### src/rtl/mips_pkg.sv
// Shared definitions for the instruction loader.
//   INSTR_WIDTH_DEF / DEPTH_DEF / PC_WIDTH_DEF : default word width,
//     instruction-memory depth (words) and byte-address width.
//   loader_state_t : loader FSM state encoding.
package mips_pkg;

  localparam int INSTR_WIDTH_DEF = 32;
  localparam int DEPTH_DEF       = 256;
  localparam int PC_WIDTH_DEF    = 32;

  typedef enum logic [2:0] {
    ST_IDLE  = 3'd0,
    ST_LEN   = 3'd1,
    ST_LOAD  = 3'd2,
    ST_CHECK = 3'd3,
    ST_DONE  = 3'd4,
    ST_ERR   = 3'd5
  } loader_state_t;

endpackage

### src/rtl/instr_loader_if.sv
// Stream-in and instruction-memory write bus of the loader.
//   s_data/s_valid : incoming program stream (source -> loader)
//   s_ready        : loader accepts the current word
//   we/waddr/wdata : instruction-memory write port (loader -> memory)
// Modports: slave = loader side, master = stream source / memory side.
interface instr_loader_if
  import mips_pkg::*;
#(
  parameter int Instr_width = INSTR_WIDTH_DEF,
  parameter int PC_width    = PC_WIDTH_DEF
);

  logic [Instr_width-1:0] s_data;
  logic                   s_valid;
  logic                   s_ready;
  logic                   we;
  logic [PC_width-1:0]    waddr;
  logic [Instr_width-1:0] wdata;

  modport slave (
    input  s_data,
    input  s_valid,
    output s_ready,
    output we,
    output waddr,
    output wdata
  );

  modport master (
    output s_data,
    output s_valid,
    input  s_ready,
    input  we,
    input  waddr,
    input  wdata
  );

endinterface

### src/rtl/xor_checksum.sv
// Running XOR accumulator for the program checksum.
//   clk, rst  : clock, synchronous active-high reset
//   clear_i   : zero the accumulator
//   enable_i  : fold data_i into the accumulator
//   data_i    : word to accumulate
//   acc_o     : current accumulated value
module xor_checksum #(
  parameter int Width = 32
) (
  input  logic             clk,
  input  logic             rst,
  input  logic             clear_i,
  input  logic             enable_i,
  input  logic [Width-1:0] data_i,
  output logic [Width-1:0] acc_o
);

  logic [Width-1:0] acc_q;

  always_ff @(posedge clk) begin
    if (rst || clear_i) begin
      acc_q <= '0;
    end else if (enable_i) begin
      acc_q <= acc_q ^ data_i;
    end
  end

  assign acc_o = acc_q;

endmodule

### src/rtl/instr_loader.sv
// Program loader: receives a length word, N instruction words and a
// checksum word over a valid/ready stream, writes the instructions into
// instruction memory and releases the core from reset once the XOR
// checksum matches.
//   clk, rst  : clock, synchronous active-high reset
//   start     : begin a load (honoured in IDLE, DONE, ERR)
//   abort     : cancel a load in progress (LEN, LOAD, CHECK)
//   bus       : stream input and memory write port (instr_loader_if.slave)
//   core_rst  : hold the processor in reset (low only in DONE)
//   done      : program loaded and verified
//   error     : load failed
//
// state | meaning
// IDLE  | after reset, waiting for start
// LEN   | waiting for the length word N
// LOAD  | receiving and writing the N instruction words
// CHECK | waiting for the checksum word
// DONE  | program verified, core released
// ERR   | bad length, bad checksum or abort
module instr_loader
  import mips_pkg::*;
#(
  parameter int Instr_width = INSTR_WIDTH_DEF,
  parameter int Depth       = DEPTH_DEF,
  parameter int PC_width    = PC_WIDTH_DEF
) (
  input  logic          clk,
  input  logic          rst,
  input  logic          start,
  input  logic          abort,
  instr_loader_if.slave bus,
  output logic          core_rst,
  output logic          done,
  output logic          error
);

  // Index and length must hold the value Depth itself.
  localparam int                     LEN_W   = $clog2(Depth + 1);
  localparam logic [LEN_W-1:0]       ONE     = LEN_W'(1);
  localparam logic [Instr_width-1:0] DEPTH_W = Instr_width'(Depth);

  loader_state_t          state_q;
  logic [LEN_W-1:0]       index_q;
  logic [LEN_W-1:0]       len_q;
  logic                   s_ready_q;
  logic                   we_q;
  logic [PC_width-1:0]    waddr_q;
  logic [Instr_width-1:0] wdata_q;
  logic                   core_rst_q;
  logic                   done_q;
  logic                   error_q;

  logic                   handshake;
  logic                   len_bad;
  logic                   last_word;
  logic                   start_ok;
  logic                   cs_enable;
  logic [Instr_width-1:0] cs_value;

  // abort gates s_ready combinationally so a word offered alongside an
  // abort is never consumed.
  assign handshake = bus.s_valid & s_ready_q & ~abort;
  assign len_bad   = (bus.s_data == '0) || (bus.s_data > DEPTH_W);
  assign last_word = (index_q == len_q - ONE);
  assign start_ok  = start & ((state_q == ST_IDLE) || (state_q == ST_DONE) ||
                              (state_q == ST_ERR));
  assign cs_enable = handshake & (state_q == ST_LOAD);

  xor_checksum #(
    .Width (Instr_width)
  ) u_xor_checksum (
    .clk      (clk),
    .rst      (rst),
    .clear_i  (start_ok),
    .enable_i (cs_enable),
    .data_i   (bus.s_data),
    .acc_o    (cs_value)
  );

  always_ff @(posedge clk) begin
    if (rst) begin
      state_q    <= ST_IDLE;
      index_q    <= '0;
      len_q      <= '0;
      s_ready_q  <= 1'b0;
      we_q       <= 1'b0;
      waddr_q    <= '0;
      wdata_q    <= '0;
      core_rst_q <= 1'b1;
      done_q     <= 1'b0;
      error_q    <= 1'b0;
    end else begin
      we_q <= 1'b0;
      case (state_q)
        ST_IDLE, ST_DONE, ST_ERR: begin
          if (start) begin
            state_q    <= ST_LEN;
            index_q    <= '0;
            s_ready_q  <= 1'b1;
            core_rst_q <= 1'b1;
            done_q     <= 1'b0;
            error_q    <= 1'b0;
          end
        end
        ST_LEN: begin
          if (abort || (handshake && len_bad)) begin
            state_q   <= ST_ERR;
            s_ready_q <= 1'b0;
            error_q   <= 1'b1;
          end else if (handshake) begin
            len_q   <= bus.s_data[LEN_W-1:0];
            state_q <= ST_LOAD;
          end
        end
        ST_LOAD: begin
          if (abort) begin
            state_q   <= ST_ERR;
            s_ready_q <= 1'b0;
            error_q   <= 1'b1;
          end else if (handshake) begin
            we_q    <= 1'b1;
            wdata_q <= bus.s_data;
            waddr_q <= PC_width'({index_q, 2'b00});
            index_q <= index_q + ONE;
            if (last_word) begin
              state_q <= ST_CHECK;
            end
          end
        end
        ST_CHECK: begin
          if (abort || (handshake && (bus.s_data != cs_value))) begin
            state_q   <= ST_ERR;
            s_ready_q <= 1'b0;
            error_q   <= 1'b1;
          end else if (handshake) begin
            state_q    <= ST_DONE;
            s_ready_q  <= 1'b0;
            core_rst_q <= 1'b0;
            done_q     <= 1'b1;
          end
        end
        default: begin
          state_q    <= ST_IDLE;
          s_ready_q  <= 1'b0;
          core_rst_q <= 1'b1;
          done_q     <= 1'b0;
          error_q    <= 1'b0;
        end
      endcase
    end
  end

  assign bus.s_ready = s_ready_q & ~abort;
  assign bus.we      = we_q;
  assign bus.waddr   = waddr_q;
  assign bus.wdata   = wdata_q;
  assign core_rst    = core_rst_q;
  assign done        = done_q;
  assign error       = error_q;

endmodule

### src/flat_wrapper.sv
// flat-port wrapper written by rule: the top's interface ports become plain ports
module instr_loader_flat import mips_pkg::*;
#(
  parameter int Instr_width = INSTR_WIDTH_DEF,
  parameter int Depth       = DEPTH_DEF,
  parameter int PC_width    = PC_WIDTH_DEF
)
  (clk, rst, start, abort, core_rst, done, error, bus_s_data, bus_s_valid, bus_s_ready, bus_we, bus_waddr, bus_wdata);
  instr_loader_if #(.Instr_width(Instr_width), .PC_width(PC_width)) bus_i ();
  input  logic clk;
  input  logic rst;
  input  logic start;
  input  logic abort;
  output logic core_rst;
  output logic done;
  output logic error;
  input wire logic [$bits(bus_i.s_data)-1:0] bus_s_data;
  input wire logic [$bits(bus_i.s_valid)-1:0] bus_s_valid;
  output wire logic [$bits(bus_i.s_ready)-1:0] bus_s_ready;
  output wire logic [$bits(bus_i.we)-1:0] bus_we;
  output wire logic [$bits(bus_i.waddr)-1:0] bus_waddr;
  output wire logic [$bits(bus_i.wdata)-1:0] bus_wdata;
  assign bus_i.s_data = bus_s_data;
  assign bus_i.s_valid = bus_s_valid;
  assign bus_s_ready = bus_i.s_ready;
  assign bus_we = bus_i.we;
  assign bus_waddr = bus_i.waddr;
  assign bus_wdata = bus_i.wdata;
  instr_loader #(.Instr_width(Instr_width), .Depth(Depth), .PC_width(PC_width)) u_core (.clk(clk), .rst(rst), .start(start), .abort(abort), .bus(bus_i), .core_rst(core_rst), .done(done), .error(error));
endmodule
### config.mk
export PLATFORM = sky130hd
export DESIGN_NAME = instr_loader_flat
export DESIGN_NICKNAME = d
export VERILOG_FILES = /design/src/rtl/mips_pkg.sv /design/src/rtl/instr_loader_if.sv /design/src/rtl/xor_checksum.sv /design/src/rtl/instr_loader.sv /design/src/flat_wrapper.sv
export SDC_FILE = /design/constraint.sdc
export NUM_CORES = 1
export LEC_CHECK = 0
export BUFFER_PORTS_ARGS = -buffer_cell sky130_fd_sc_hd__clkbuf_2
export CAP_MARGIN = 20
export CORE_ASPECT_RATIO = 0.8
export CORE_MARGIN = 2
export CORE_UTILIZATION = 49
export DETAILED_ROUTE_END_ITERATION = 12
export GPL_ROUTABILITY_DRIVEN = 0
export PLACE_DENSITY = 0.77
export SYNTH_ARGS = -nofsm -noshare
export SYNTH_HDL_FRONTEND = slang
export SYNTH_SLANG_ARGS = --single-unit
### constraint.sdc
create_clock -name clk -period 1.95 [get_ports clk]
set_clock_uncertainty 0.05 [all_clocks]
set_input_delay 0.0975 -clock clk [delete_from_list [all_inputs] [get_ports clk]]
set_output_delay 0.0975 -clock clk [all_outputs]
set_load 0.01 [all_outputs]
# Word-level counts from Yosys, hierarchy flattened
# Index checks and enable logic that the tools add are counted.
# word_totals
reg_bits	99
input_bits	37
word_cells	94
# classes
addsub	2
order_cmp	1
n_eq_ne	19
n_mux	30
bitwise	10
reduce_logical	21
# op_table
cell	count
greater-than comparator 32 x 9 -> 1 bit (second input constant)	1
logical NOT 32 bit	1
!= test 32 bit	1
bitwise XOR 32 bit	1
two-way mux 9 bit	3
two-way mux 3 bit	8
case mux 9 bit (2 select lines)	1
AND reduction 4 bit	4
two-way mux 1 bit	13
case mux 3 bit (4 select lines)	1
adder 9 x 1 -> 9 bit (second input constant)	1
== test 9 bit	1
subtractor 9 x 1 -> 9 bit (second input constant)	1
!= test 2 x 1 -> 1 bit (second input constant)	4
!= test 2 bit (second input constant)	4
case mux 1 bit (4 select lines)	2
== test 3 x 2 -> 1 bit (second input constant)	2
== test 3 bit (second input constant)	2
logical OR 1 bit	6
!= test 3 x 1 -> 1 bit (second input constant)	2
!= test 3 x 2 -> 1 bit (second input constant)	2
case mux 1 bit (3 select lines)	2
AND reduction 3 bit	2
OR reduction 3 bit	2
other kinds (8)	16

# Depth between registers and ports, before layout
# logic_depth
depth_word	6
ltp_mapped	10

# Cells and area by module
# From an unflattened synthesis, not the netlist that was laid out.
# hier_totals
cells_unflattened	591
hier_area_um2	5104.9
# modules_own_cells
module	instances	cells_each	area_each_um2	seq_area_each_um2
instr_loader	1	451	3512.1	1341.3
xor_checksum	1	140	1592.8	640.6

# Worst setup path before layout
# OpenSTA, ideal clock, no wires.
# synth_path
path_type	reg2reg
startpoint	register u_core.len_q[0]
endpoint	register u_core.state_q[0]
t_arrival_ns	1.911
required_time_ns	1.814
path_slack_ns	-0.097
path_stages_with_launch	11
path_buffers	2
path_cell_list	dfxtp_1 > buf_2 > inv_1 > ha_1 > clkbuf_1 > o21bai_1 > a211oi_1 > a211oi_1 > o21a_1 > or2_2 > a211oi_1
# synth_between
elab_chain_cells	4
# synth_rtl
item	line_no	rtl
start: declaration	instr_loader.sv:44	logic [LEN_W-1:0] len_q;
start signal: assignment	instr_loader.sv:111	len_q <= bus.s_data[LEN_W-1:0];
subtractor 9 x 1 -> 9 bit	instr_loader.sv:64	assign last_word = (index_q == len_q - ONE);
== test 9 bit	instr_loader.sv:64	
!= test 3 x 2 -> 1 bit (no source line)	--	
AND reduction 5 bit (no source line)	--	
end signal: assignment	instr_loader.sv:82	state_q <= ST_IDLE;
end signal: assignment	instr_loader.sv:97	state_q <= ST_LEN;
end signal: assignment	instr_loader.sv:107	state_q <= ST_ERR;
end: declaration	instr_loader.sv:42	loader_state_t state_q;
# Every way passes these cells.
# A chain may end at the register's enable or synchronous reset.

# Final worst setup path
# layout_path
startpoint	register u_core.len_q[3]
endpoint	register u_core.state_q[0]
# The elaborated chain is that of the path after synthesis.

==> flow_summary.json <==
{
  "cap_violations": 0,
  "ioPinCount": 106,
  "grtUsageTotal_pct": 22.5,
  "worstSetupEndpoint": "u_core.state_q[0]",
  "slew_violations": 0,
  "io_buffers": 82,
  "outcome": "complete, no violations",
  "synthFlopType": "dfxtp_1",
  "avgSynthCellArea_um2": 8.43,
  "ys_types": 43,
  "crit_slowest_cell": "dfxtp_1",
  "cts_buffers": 9,
  "tightest_slew_ns": 0.532,
  "fin_util_pct": 62.5,
  "reg2reg_to": "u_core.state_q[0]",
  "path_cells": "nor4_4 > buf_4 > a211oi_2 > a211oi_2 > o21a_1 > or2_4 > a211oi_2",
  "critPathMaxFanout": 5,
  "post_drt_via_cell_ratio": 5.23,
  "wire_per_inst_um": 14.8,
  "critPathLaunch": "u_core.len_q[3]",
  "crit_path_max_incr_delay_ns": 0.50,
  "cp-start-kind": "flop",
  "power_density_mw_per_mm2": 767,
  "grt_pass1_wl_mm": 18.6,
  "netlist_instances": 542,
  "cp_common_cell": "a211oi_2",
  "drt_first_pass_iters": 4,
  "placed_area_mm2": 0.00516,
  "area_growth_pct": 24.2,
  "dieArea_mm2": 0.0101,
  "vias": 4025,
  "drc": 0,
  "path_clk_slew_ns": 0.08,
  "grt_pass1_vias": 3812,
  "synth_edf_count": 0,
  "setup_viol": 0,
  "grt_overflow": 0,
  "grt_max_degree": 42,
  "drtIter0Drc": 255,
  "core_mm2": 0.00908,
  "fin_crit_ns": 1.91,
  "ys_ff_latch": 99,
  "peakVddDrop_v": 0.000442,
  "cp.arrival_ns": 2.13,
  "cts_htree_levels": 3,
  "r2r_slack_ns": 0.04,
  "p_total_mw": 4.35,
  "cts_buffer_depth": 2,
  "tns_ns": 0,
  "antenna_left": 0,
  "cts.sinks": 99,
  "yosys_warnings": 0,
  "fp.dieH_um": 90.4,
  "dpl.hpwl_mm": 7.95,
  "path_class": "reg -> reg",
  "drive_above_1_share_pct": 21.6,
  "antenna_cells": 0,
  "initial_utilization_pct": 50.3,
  "reg2reg_from": "u_core.len_q[3]",
  "cts_tree": "yes",
  "die_w_um": 112,
  "final_nets": 688,
  "clockRootBuffer": "clkbuf_16",
  "reg2reg_depth": 7,
  "rows": 31,
  "synthArstFlopShare_pct": 0,
  "synth_area_mm2": 0.00457,
  "relSlewSlack_pct": 64.5,
  "end_kind": "flop",
  "stdcell_area_mm2": 0.00568,
  "seq_area_frac_synth_pct": 43.4,
  "routed_wl_mm": 11.4,
  "leakagePower_nw": 2.48,
  "mostFrequentLayoutCells": "dfxtp_1 (97), nand2_1 (91), clkbuf_2 (82)",
  "period_share_pct": 97.9,
  "hp-class": "in -> reg",
  "finalHoldViolations": 0,
  "antenna_found_initial": 0,
  "required_ns": 2.17,
  "fmax_ghz": 0.524,
  "min_path_cells": 3,
  "final_common_cell": "dfxtp_1",
  "clk_latency_ns": 0.36
}
## layout make-up
cell class	instances	area [um^2]
clock buffers	9	225
clock inverters	7	96.3
fillers	754	3400
inverters	6	22.5
multi-input cells	410	2420
flip-flops and latches	99	1980
well taps	115	144
repair buffers	123	786
## synthesized netlist by cell type (all sizes together) (4+ instances only)
| library cell | number | area share, % |
|---|---|---|
| a211oi | 5 | 0.82 |
| nand3 | 7 | 0.88 |
| or4 | 4 | 0.66 |
| inv | 6 | 0.49 |
| a21oi | 50 | 5.5 |
| and2 | 4 | 0.55 |
| nand4 | 6 | 0.82 |
| clkbuf | 17 | 1.4 |
| o21ai | 7 | 0.77 |
| nand2 | 91 | 7.5 |
| nor2b | 4 | 0.55 |
| nand2b | 5 | 0.68 |
| dfxtp | 99 | 43 |
| or3 | 4 | 0.55 |
| nor4 | 13 | 1.9 |
| nor2 | 66 | 5.4 |
| mux2i | 11 | 2.4 |
| xnor2 | 8 | 1.5 |
| buf | 32 | 5.0 |
| xor2 | 74 | 14 |
## what timing repair did
item                       4_1_cts  5_1_grt
buffers inserted                 0        0
hold endpoints to repair        14        0
setup endpoints to repair        1       31
pin swaps                        0        1
resized for setup                1       11
hold buffers                    14        0
## through the flow
step                setup slack [ns]  std cells  hold WS, ns
finish                        0.0405        769      0.00523
global route                 -0.0381        769       0.0158
CTS                           0.0135        769      0.00347
detailed placement            -0.123        739        0.364
global placement             -0.0446        739        0.355
floorplan                    -0.0142        564        0.191
## routing by layer
layer	up-vias	global-route usage (%)	routed length [um]
met4	0	7.42	226
met1	1897	29.7	5220
met3	25	4.70	676
met2	144	37.0	5280
met5	-	0	0
li1	1959	-	-
## state kept, by name, indices dropped and copies added, names as in the netlist
signal,cells
u_core.state_q,3
u_core.index_q,9
u_core.bus.waddr,9
u_core.core_rst,1
u_core.u_xor_checksum.acc_o,32
u_core.done,1
u_core.len_q,9
u_core.bus.we,1
u_core.bus.wdata,32
u_core.error,1
u_core.s_ready_q,1
## critical path, delay by kind of cell, from the launching register on
kind	cells	cell delay, ns
buf+inv	1	0.17
flops	1	0.50
simple gates	2	0.34
compound gates	4	0.78
## cell families after synthesis
| kind of cell | Yosys count | share of synthesized area (%) |
|---|---|---|
| muxes | 11 | 2.41 |
| DFF | 99 | 43.4 |
| adders and majority gates | 2 | 0.548 |
| other | 1 | 0.0821 |
| buffers and inverters | 55 | 6.87 |
| and+or+nand+nor | 217 | 21.6 |
| AOI/OAI and AO/OA | 75 | 9.42 |
| xor gates and xnor gates | 82 | 15.7 |
## worst min path at each step
stage | startpoint | to | slack, ns
3_5_place_dp | bus_s_data[26] | u_core.bus.wdata[26] | 0.36
4_1_cts | bus_s_data[16] | u_core.bus.wdata[16] | 0.003
2_1_floorplan | abort | bus_s_ready | 0.19
5_1_grt | bus_s_data[16] | u_core.bus.wdata[16] | 0.02
3_3_place_gp | bus_s_data[3] | u_core.len_q[3] | 0.36
6_report | bus_s_data[16] | u_core.bus.wdata[16] | 0.005
## report_power, final
group | total, mW | switching (mW) | leakage, nW | internal [mW]
combinational | 0.442 | 0.266 | 1.53 | 0.176
clock | 1.85 | 0.915 | 0.156 | 0.939
sequential | 2.06 | 0.0151 | 0.799 | 2.04
total | 4.35 | 1.20 | 2.48 | 3.16
Note: power is estimated with default switching activity, not from simulation.
